### config.mk
export PLATFORM = sky130hd
export DESIGN_NAME = ccd_pix_rx
export DESIGN_NICKNAME = d
export VERILOG_FILES = /design/src/rtl/ccd_rx_pkg.sv /design/src/rtl/ccd_rx_fifo.sv /design/src/rtl/ccd_pix_rx.sv
export SDC_FILE = /design/constraint.sdc
export NUM_CORES = 1
export LEC_CHECK = 0
export BUFFER_PORTS_ARGS = -buffer_cell sky130_fd_sc_hd__buf_2
export CAP_MARGIN = 20
export CELL_PAD_IN_SITES_DETAIL_PLACEMENT = 1
export CELL_PAD_IN_SITES_GLOBAL_PLACEMENT = 1
export CORE_MARGIN = 5
export CORE_UTILIZATION = 57
export CTS_BUF_LIST = sky130_fd_sc_hd__clkbuf_16
export CTS_CLUSTER_DIAMETER = 80
export DETAILED_ROUTE_END_ITERATION = 10
export GPL_ROUTABILITY_DRIVEN = 0
export PLACE_DENSITY_LB_ADDON = 0.25
export SLEW_MARGIN = 0
export SYNTH_ARGS = -nofsm -noshare
export SYNTH_HDL_FRONTEND = slang
export SYNTH_SLANG_ARGS = --single-unit
### constraint.sdc
create_clock -name clk_pix -period 6.7 [get_ports clk_pix]
set_input_delay 1.34 -clock clk_pix [delete_from_list [all_inputs] [get_ports clk_pix]]
set_output_delay 1.34 -clock clk_pix [all_outputs]
set_load 0.01 [all_outputs]
### src/rtl/ccd_rx_pkg.sv
`default_nettype none
// ============================================================================
// Module      : ccd_rx_pkg
// Description : Shared types and default geometry for the CCD pixel receiver.
//               Holds the capture FSM state encoding, the FIFO entry layout
//               and the default sensor geometry constants.
// Revision    : 1.0 - initial release
// ============================================================================
package ccd_rx_pkg;

  // Default geometry of the sensor this receiver is paired with.
  localparam int DEF_PIX_W      = 16;
  localparam int DEF_H_ACTIVE   = 2048;
  localparam int DEF_V_ACTIVE   = 1536;
  localparam int DEF_CNT_W      = 13;
  localparam int DEF_FIFO_DEPTH = 16;

  // Capture FSM states.
  typedef enum logic [1:0] {
    IDLE       = 2'd0,
    WAIT_FRAME = 2'd1,
    IN_FRAME   = 2'd2
  } rx_state_t;

  // One output FIFO entry. The data field is DEF_PIX_W wide; the receiver's
  // PIX_W must not exceed it.
  typedef struct packed {
    logic                 sof;
    logic                 eol;
    logic [DEF_PIX_W-1:0] data;
  } fifo_entry_t;

endpackage
`default_nettype wire

### src/rtl/ccd_rx_fifo.sv
`default_nettype none
// ============================================================================
// Module      : ccd_rx_fifo
// Description : Synchronous first-word-fall-through FIFO. The head entry is
//               presented on rd_data whenever empty is low.
// Ports       : clk_pix, rst       - clock, async active-high pointer reset
//               wr_en, wr_data     - push request and data
//               rd_en, rd_data     - pop request and head-of-queue data
//               full, empty        - occupancy flags
// Revision    : 1.0 - initial release
// ============================================================================
module ccd_rx_fifo #(
  parameter int WIDTH = 18,
  parameter int DEPTH = 16
) (
  input  logic             clk_pix,
  input  logic             rst,
  input  logic             wr_en,
  input  logic [WIDTH-1:0] wr_data,
  input  logic             rd_en,
  output logic [WIDTH-1:0] rd_data,
  output logic             full,
  output logic             empty
);

  localparam int AW = $clog2(DEPTH);

  logic [WIDTH-1:0] r_mem [DEPTH];
  logic [AW:0]      r_wr_ptr;
  logic [AW:0]      r_rd_ptr;
  logic             w_do_rd;
  logic             w_do_wr;

  // Pointers carry one extra wrap bit to tell full from empty.
  assign empty   = (r_wr_ptr == r_rd_ptr);
  assign full    = (r_wr_ptr[AW] != r_rd_ptr[AW]) &&
                   (r_wr_ptr[AW-1:0] == r_rd_ptr[AW-1:0]);
  assign w_do_rd = rd_en && !empty;
  // A pop in the same cycle frees the slot a push into a full FIFO needs.
  assign w_do_wr = wr_en && (!full || w_do_rd);
  assign rd_data = r_mem[r_rd_ptr[AW-1:0]];

  always_ff @(posedge clk_pix or posedge rst) begin
    if (rst) begin
      r_wr_ptr <= '0;
      r_rd_ptr <= '0;
    end else begin
      if (w_do_wr) r_wr_ptr <= r_wr_ptr + 1'b1;
      if (w_do_rd) r_rd_ptr <= r_rd_ptr + 1'b1;
    end
  end

  // Storage needs no reset: nothing is visible until a pointer moves.
  always_ff @(posedge clk_pix) begin
    if (w_do_wr) r_mem[r_wr_ptr[AW-1:0]] <= wr_data;
  end

endmodule
`default_nettype wire

### src/rtl/ccd_pix_rx.sv
`default_nettype none
// ============================================================================
// Module      : ccd_pix_rx
// Description : CCD/AFE pixel capture. Samples pixels framed by vsync/hsync,
//               checks line and frame geometry, and streams pixels tagged with
//               start-of-frame / end-of-line through an FWFT FIFO.
// Ports       : clk_pix, rst                 - clock, async active-high reset
//               enable, clear_err            - capture enable, error clear
//               vsync, hsync, pix_data       - AFE pins
//               out_data/sof/eol/valid/ready - output stream
//               busy, frame_done, last_lines - capture status
//               err_line_len/frame_len/overflow - sticky error flags
// Revision    : 1.0 - initial release
// ============================================================================
module ccd_pix_rx
  import ccd_rx_pkg::*;
#(
  parameter int PIX_W      = DEF_PIX_W,
  parameter int H_ACTIVE   = DEF_H_ACTIVE,
  parameter int V_ACTIVE   = DEF_V_ACTIVE,
  parameter int CNT_W      = DEF_CNT_W,
  parameter int FIFO_DEPTH = DEF_FIFO_DEPTH
) (
  input  logic             clk_pix,
  input  logic             rst,
  input  logic             enable,
  input  logic             clear_err,
  input  logic             vsync,
  input  logic             hsync,
  input  logic [PIX_W-1:0] pix_data,
  output logic [PIX_W-1:0] out_data,
  output logic             out_sof,
  output logic             out_eol,
  output logic             out_valid,
  input  logic             out_ready,
  output logic             busy,
  output logic             frame_done,
  output logic [CNT_W-1:0] last_lines,
  output logic             err_line_len,
  output logic             err_frame_len,
  output logic             err_overflow
);

  localparam logic [CNT_W-1:0] c_h_active = CNT_W'(H_ACTIVE);
  localparam logic [CNT_W-1:0] c_v_active = CNT_W'(V_ACTIVE);
  localparam logic [CNT_W-1:0] c_cnt_max  = '1;

  rx_state_t        r_state;
  logic             r_vsync;
  logic             r_hsync;
  logic [PIX_W-1:0] r_pix;
  logic             r_sof_arm;
  logic [CNT_W-1:0] r_pix_cnt;
  logic [CNT_W-1:0] r_line_cnt;
  logic [CNT_W-1:0] r_last_lines;
  logic             r_frame_done;
  logic             r_err_line;
  logic             r_err_frame;
  logic             r_err_ovf;

  logic             w_in_frame;
  logic             w_pix_valid;
  logic             w_line_end;
  logic             w_frame_end;
  logic [CNT_W-1:0] w_pix_cnt_nxt;
  logic [CNT_W-1:0] w_line_cnt_nxt;
  logic             w_wr_en;
  logic             w_rd_en;
  logic             w_full;
  logic             w_empty;
  logic             w_new_line_err;
  logic             w_new_frame_err;
  logic             w_new_ovf;
  fifo_entry_t      w_wr_entry;
  fifo_entry_t      w_rd_entry;

  // The input register holds the pending pixel; the pins at the next edge
  // tell whether it was the last of its line (hsync or vsync going low).
  assign w_in_frame  = (r_state == IN_FRAME);
  assign w_pix_valid = r_vsync && r_hsync;
  assign w_line_end  = w_pix_valid && !(vsync && hsync);
  assign w_frame_end = r_vsync && !vsync;

  // Saturating counters; a saturated count still mismatches the geometry.
  assign w_pix_cnt_nxt  = !w_pix_valid ? r_pix_cnt :
                          (r_pix_cnt == c_cnt_max) ? r_pix_cnt : r_pix_cnt + 1'b1;
  assign w_line_cnt_nxt = !w_line_end ? r_line_cnt :
                          (r_line_cnt == c_cnt_max) ? r_line_cnt : r_line_cnt + 1'b1;

  assign w_wr_en = w_in_frame && w_pix_valid;
  assign w_rd_en = !w_empty && out_ready;

  assign w_new_line_err  = w_in_frame && w_line_end  && (w_pix_cnt_nxt  != c_h_active);
  assign w_new_frame_err = w_in_frame && w_frame_end && (w_line_cnt_nxt != c_v_active);
  assign w_new_ovf       = w_wr_en && w_full && !w_rd_en;

  always_comb begin
    w_wr_entry      = '0;
    w_wr_entry.sof  = r_sof_arm;
    w_wr_entry.eol  = w_line_end;
    w_wr_entry.data = DEF_PIX_W'(r_pix);
  end

  ccd_rx_fifo #(
    .WIDTH ($bits(fifo_entry_t)),
    .DEPTH (FIFO_DEPTH)
  ) u_fifo (
    .clk_pix (clk_pix),
    .rst     (rst),
    .wr_en   (w_wr_en),
    .wr_data (w_wr_entry),
    .rd_en   (w_rd_en),
    .rd_data (w_rd_entry),
    .full    (w_full),
    .empty   (w_empty)
  );

  // Stream fields read as zero while nothing is queued.
  assign out_valid     = !w_empty;
  assign out_data      = w_empty ? '0 : PIX_W'(w_rd_entry.data);
  assign out_sof       = !w_empty && w_rd_entry.sof;
  assign out_eol       = !w_empty && w_rd_entry.eol;
  assign busy          = w_in_frame;
  assign frame_done    = r_frame_done;
  assign last_lines    = r_last_lines;
  assign err_line_len  = r_err_line;
  assign err_frame_len = r_err_frame;
  assign err_overflow  = r_err_ovf;

  always_ff @(posedge clk_pix or posedge rst) begin
    if (rst) begin
      r_state      <= IDLE;
      r_vsync      <= 1'b0;
      r_hsync      <= 1'b0;
      r_pix        <= '0;
      r_sof_arm    <= 1'b0;
      r_pix_cnt    <= '0;
      r_line_cnt   <= '0;
      r_last_lines <= '0;
      r_frame_done <= 1'b0;
      r_err_line   <= 1'b0;
      r_err_frame  <= 1'b0;
      r_err_ovf    <= 1'b0;
    end else begin
      r_vsync      <= vsync;
      r_hsync      <= hsync;
      r_pix        <= pix_data;
      r_frame_done <= 1'b0;
      // A new error in the clearing cycle keeps the flag set.
      r_err_line   <= (r_err_line  && !clear_err) || w_new_line_err;
      r_err_frame  <= (r_err_frame && !clear_err) || w_new_frame_err;
      r_err_ovf    <= (r_err_ovf   && !clear_err) || w_new_ovf;

      case (r_state)
        IDLE: begin
          // Only arm between frames so capture never starts mid-frame.
          if (enable && !r_vsync) r_state <= WAIT_FRAME;
        end
        WAIT_FRAME: begin
          if (!enable) begin
            r_state <= IDLE;
          end else if (!r_vsync && vsync) begin
            r_state    <= IN_FRAME;
            r_pix_cnt  <= '0;
            r_line_cnt <= '0;
            r_sof_arm  <= 1'b1;
          end
        end
        IN_FRAME: begin
          // SOF goes to the first pixel offered, even if it gets dropped.
          if (w_pix_valid) r_sof_arm <= 1'b0;
          r_pix_cnt  <= w_line_end ? '0 : w_pix_cnt_nxt;
          r_line_cnt <= w_line_cnt_nxt;
          if (w_frame_end) begin
            r_last_lines <= w_line_cnt_nxt;
            r_frame_done <= 1'b1;
            r_state      <= enable ? WAIT_FRAME : IDLE;
          end
        end
        default: r_state <= IDLE;
      endcase
    end
  end

endmodule
`default_nettype wire
==> results.toml, run 1 <==
[run_status]
outcome = "complete, no violations"

[clock_tree]
insertion_delay_ps = 530
cts_root_buffer = "clkbuf_16"
cts.sinks = 362
clkTransAtPathRegs_ps = 60
cts_buffers = 39
htree_levels = 2
hold_buffers = 0
cts_tree = "built"
post_cts_resized = 0
cts_buffer_depth = 3
cts_setup_buffers = 0

[synthesis]
synth_edf_count = 288
synth_cells = 829
synth_warnings = 0
ys.flop_type = "edfxtp_1"
yosysUniqueCellTypes = 55
synth_nets = 859
seq_area_frac_synth = 0.7130
synth-async-reset-ratio = 0.2044
syn-cell-area_um2 = 14730
syn_avg_cell_area_um2 = 17.76
synth_seq_cells = 362

[timing]
final.period_utilization = 0.6890
fin_crit_ps = 4616
setup_tns_ps = 0
final_hold_viol_count = 0
timing.fmax_mhz = 216.6
tightest_slew_ps = 1092
drv_slew = 0
max_slew_margin = 0.2721
setup_violations = 0
rsz0062_at_grt = "no"
finClkSkew_ps = 32.83

[critical_path]
start_kind = "register"
crit_family = "multiplexers"
critical_path_buf_inv_count = 2
crit_chain = "buf_4 > mux4_2 > mux4_2 > nor2b_1 > buf_2"
crit_type = "reg2out"
required_ps = 5360
path_common_cell = "mux4_2"
worst-path-max-fanout = 26
crit_arrival_ps = 3280
endpoint_kind = "output pin"
slowest_delay_ps = 770
slowest_stage = "dfrtp_4"

[drt]
drt-vias-per-instance = 6.565
vias = 8318
route.met2.wl_mm = 20.04
wl_per_cell_um = 30.06
drc = 0
topRoutingLayerUsed = "met4"
dr_wl_met3_mm = 2.867
drt-initial-drc-count = 754
firstDrtPassIters = 7
wl_met1_mm = 14.24
wl_mm = 38.09
ant_nets = 0

[global_route]
grt-ovfl-total = 0
gr-usage-all-layers = 0.2683
grt_max_degree = 54
grt_pass1_vias = 8916
grt_pass1_wl_mm = 57.52
antenna_found_initial = 0

[finish]
area_growth_pct = 13.55
final_nets = 936
drive_gt1_frac = 0.2732
design_area_um2 = 16720
final_util = 0.6603
diodes = 0

[run]
maxCapViolations = 0

[place]
hpwl_mm = 21.45
numPortBuffers = 59
postPlaceCellArea_um2 = 15450

[floorplanning]
row_count = 58
dieWidth_um = 170.7
die_y_um = 170.7
initial_core_util = 0.5815
io_pins = 60
floorplan.die_area_um2 = 29150
fp.coreArea_um2 = 25330

[power_and_ir_drop]
ir_drop_mv = 0.2380
power.leakage_nw = 5.846
powerDensity_nw_per_um2 = 375.4

[min_path]
hold_path.class = "reg2reg"
-- kinds of logic after synthesis --
kind of cell | Yosys count | synth area share
buffers and inverters | 58 | 0.01971
xor gates and xnor gates | 23 | 0.01368
adders and majority gates | 7 | 0.005947
AOI/OAI and AO/OA | 99 | 0.04257
and+or+nand+nor | 184 | 0.06321
muxes | 96 | 0.1419
DFF | 362 | 0.7130
-- per-layer routing --
metal / global-route usage / vias to the layer above
li1: - / 3448
met5: 0 / -
met2: 0.4691 / 415
met4: 0.06701 / 0
met1: 0.3514 / 4385
met3: 0.05199 / 70
-- power by group --
part	internal, mW	switching [mW]	total [mW]
Sequential	2.50	0.192	2.69
Clock	1.23	0.880	2.11
Combinational	0.787	0.694	1.48
Total	4.51	1.77	6.28
-- worst paths after layout --
check                                           to  slack, ps                from  depth (start not counted)
worst max-delay path                   out_data[4]       2080  u_fifo.r_rd_ptr[0]                          5
max in group asynchronous       u_fifo.r_rd_ptr[0]       4680                 rst                          3
worst min-delay path                last_lines[11]        490      last_lines[11]                          2
worst max register to register  u_fifo.r_mem[8][4]       2860  u_fifo.r_rd_ptr[0]                          8
worst min register to register      last_lines[11]        490      last_lines[11]                          2
min in group asynchronous            last_lines[3]        780                 rst                          2
-- placed cells by master, fill, tap and decap left out, drive strengths merged, types with 14 or more instances in the layout --
| cell | n |
|---|---|
| nand2 | 58 |
| o21ai | 44 |
| buf | 83 |
| a21oi | 19 |
| nor2b | 21 |
| inv | 23 |
| xnor2 | 16 |
| nand3 | 14 |
| mux4 | 90 |
| nor2 | 32 |
| clkbuf | 41 |
| edfxtp | 288 |
| dfrtp | 74 |
| clkinv | 16 |
-- worst min-delay path, cell delays in order, from the launching register on --
cell and delay, ps:
dfrtp_1 350, nand2_1 50, nand2_1 60
-- state kept, by name (all words and copies together), names as in the netlist --
name,flops
err_frame_len,1
err_line_len,1
err_overflow,1
frame_done,1
last_lines,13
r_hsync,1
r_line_cnt,13
r_pix,16
r_pix_cnt,13
r_sof_arm,1
r_state,2
r_vsync,1
u_fifo.r_mem,288
u_fifo.r_rd_ptr,5
u_fifo.r_wr_ptr,5
-- synthesized netlist by cell type (all sizes together) (2+ instances only) --
cell / instances / area [um2]
o31ai: 8 / 60.06
nor2b: 21 / 131.4
mux2i: 4 / 40.04
a21o: 2 / 15.01
dfrtp: 74 / 1852
and3: 7 / 43.79
ha: 7 / 87.58
o21a: 3 / 22.52
mux2: 2 / 22.52
o211ai: 2 / 15.01
a21oi: 19 / 95.09
and4: 5 / 43.79
a31oi: 4 / 25.02
nor4: 7 / 56.30
nand2b: 7 / 43.79
edfxtp: 288 / 8648
xnor2: 16 / 140.1
nand4: 12 / 75.07
a41oi: 3 / 45.05
xor2: 7 / 61.31
mux4: 90 / 2027
nand3: 14 / 70.07
clkbuf: 16 / 61.30
buf: 31 / 187.7
or3: 8 / 50.05
and2: 4 / 25.02
nor3: 7 / 35.03
o21ai: 44 / 220.2
o311ai: 2 / 17.52
inv: 10 / 37.54
nand2: 58 / 217.7
nor2: 32 / 122.6
-- layout make-up --
type                            count  area (um2)
Sequential cell                   362       10510
Fill cell                        2147        8605
Multi-Input combinational cell    409        4001
Clock buffer                       41        1026
Timing Repair Buffer               83       499.2
Tap cell                          330       412.9
Clock inverter                     31       235.2
Inverter                           11       42.54
-- per-stage QoR --
| step | hold slack [ps] | total power [mW] | worst slack (ps) | std cells |
|---|---|---|---|---|
| 4_1_cts | 497.8 | 6.328 | 1971 | 1266 |
| 6_report | 489.4 | 6.278 | 2084 | 1267 |
| 5_1_grt | 532.2 | 6.545 | 1887 | 1267 |
| 3_3_place_gp | 469.1 | 4.080 | 2523 | 1191 |
| 3_5_place_dp | 479.7 | 4.173 | 2602 | 1194 |
| 2_1_floorplan | 461.7 | 3.749 | 3151 | 829 |
Note: power is estimated with default switching activity, not from simulation.
==> inputs of run 2 (changes only) <==
- CORE_UTILIZATION: 57 -> 53
- clock period: 6.7 -> 4.78 ns (I/O delays scaled with it)
==> run 2 against run 1 <==
Setup slack worse by 1300 ps. Non-clock buffer count rose by 4. Sequential cell count is the same. Register-to-register slack worse by 1600 ps. Critical endpoint is now out_sof. Largest cell class unchanged. Critical path type unchanged. Global-route usage fell by 4.1 points. Sequential power grew 39%. Combinational power increased by 36%. Routed wire length decreased by 9.7%. Utilization down 5.3 points. Clock skew down 9.9 ps. Die area grew 7.1%. Sequential share of layout area fell by 0.20 points.
==> results.toml, run 2 (same netlist as run 1, synthesis figures left out) <==
[clock_tree]
cts_tree = "built"
post_cts_resized = 0
insertion_delay_ps = 530
hold_buffers = 0
cts_setup_buffers = 0
cts_buffer_depth = 3
cts.sinks = 362
cts_root_buffer = "clkbuf_16"
cts_buffers = 39
htree_levels = 2
clkTransAtPathRegs_ps = 60

[critical_path]
endpoint_kind = "output pin"
crit_arrival_ps = 3080
worstReg2RegStart = "u_fifo.r_rd_ptr[0]"
required_ps = 3820
reg2regPathDepth = 7
ff2ff_setup_slack_ps = 1280
start_kind = "register"
worst-path-max-fanout = 31
r2r_end = "u_fifo.r_mem[3][15]"
crit_type = "reg2out"

[drt]
drt-vias-per-instance = 6.113
wl_mm = 34.40
drc = 0
firstDrtPassIters = 5
wl_per_cell_um = 26.08
vias = 8063
drt-initial-drc-count = 608
ant_nets = 0

[timing]
timing.fmax_mhz = 247.9
final.period_utilization = 0.8440
fin_ws_ps = 745.6
fin_crit_ps = 4034
max_slew_margin = 0.3682
setup_violations = 0
drv_slew = 0
tightest_slew_ps = 942.6
final_hold_viol_count = 0
setup_tns_ps = 0
finClkSkew_ps = 22.91
rsz0062_at_grt = "no"

[place]
pre_cts_ws_ps = 1234
hpwl_mm = 21.26
numPortBuffers = 59

[finish]
final_util = 0.6071
drive_gt1_frac = 0.2742
fillers = 2467
final_nets = 940
diodes = 0
largest_register_ffs = 288
final_common_cell = "edfxtp_1"
layout_common_cells = "edfxtp_1 (288), mux4_2 (90), dfrtp_1 (72)"
area_growth_pct = 13.91

[global_route]
grt-ovfl-total = 0
gr-usage-all-layers = 0.2277
grt_pass1_vias = 8772
grt_max_degree = 57
grt_pass1_wl_mm = 53.43
antenna_found_initial = 0

[floorplanning]
initial_core_util = 0.5330
die_y_um = 176.7
dieWidth_um = 176.7
io_pins = 60
floorplan.die_area_um2 = 31220
row_count = 61
fp.coreArea_um2 = 27630

[power_and_ir_drop]
ir_drop_mv = 0.2634
power.leakage_nw = 5.832
powerDensity_nw_per_um2 = 511.5

[min_path]
hold_path.class = "in2async"

[run]
maxCapViolations = 0

[run_status]
outcome = "complete, no violations"
[run 2: cell types whose count changed in the layout (fill, tap and decap cells not counted), moves of 3 or more]
cell,before,now
buf_4,20,24
inv_1,19,16
clkinv_1,6,11
nor2_4,3,0
nor2_2,9,12
[run 2: where the power goes]
group / leakage [nW] / internal (mW) / switching, mW
clock network: 0.621 / 1.63 / 1.19
registers: 3.55 / 3.50 / 0.242
logic: 1.66 / 1.11 / 0.905
[run 2: cell type report]
| class | instances | area (um2) | share of cell area |
|---|---|---|---|
| Clock buffer | 40 | 1001 | 0.05967 |
| Clock inverter | 32 | 212.7 | 0.01268 |
| Inverter | 11 | 42.54 | 0.002536 |
| Multi-Input combinational cell | 409 | 3986 | 0.2376 |
| Sequential cell | 362 | 10510 | 0.6262 |
| Tap cell | 378 | 473.0 | 0.02819 |
| Timing Repair Buffer | 87 | 554.3 | 0.03304 |
[run 2: through the flow]
step	instances	hold slack [ps]	power, mW	cell area (um2)
global route	1319	317.0	8.986	16770
detailed placement	1246	457.3	5.833	15530
CTS	1318	476.2	8.688	16750
floorplan	829	461.7	5.255	14730
finish	1319	320.3	8.580	16770
global placement	1245	455.7	5.757	15520
[run 2: routing by layer]
| metal | global-route usage | vias up | wire (um) |
|---|---|---|---|
| met5 | 0 | - | 0 |
| met2 | 0.4110 | 271 | 18390 |
| met4 | 0.05480 | 0 | 639 |
| met3 | 0.03824 | 51 | 2005 |
| li1 | - | 3460 | - |
| met1 | 0.2903 | 4281 | 13360 |
[run 2: worst max-delay path by stage]
stage / slack [ps] / to / cells past startpoint / startpoint
after CTS: 650 / out_sof / 5 / u_fifo.r_rd_ptr[0]
after global routing: 570 / out_data[15] / 5 / u_fifo.r_rd_ptr[0]
final: 750 / out_sof / 5 / u_fifo.r_rd_ptr[0]
after floorplan: 1620 / u_fifo.r_mem[3][0] / 5 / out_ready
after global placement: 1270 / out_sof / 5 / u_fifo.r_rd_ptr[0]
after detailed placement: 1230 / out_sof / 5 / u_fifo.r_rd_ptr[0]
[run 2: critical path: stages, from the launching register on]
cell and delay [ps]:
dfrtp_4 830, buf_4 380, mux4_2 540, mux4_2 470, nor2b_1 160, buf_2 160
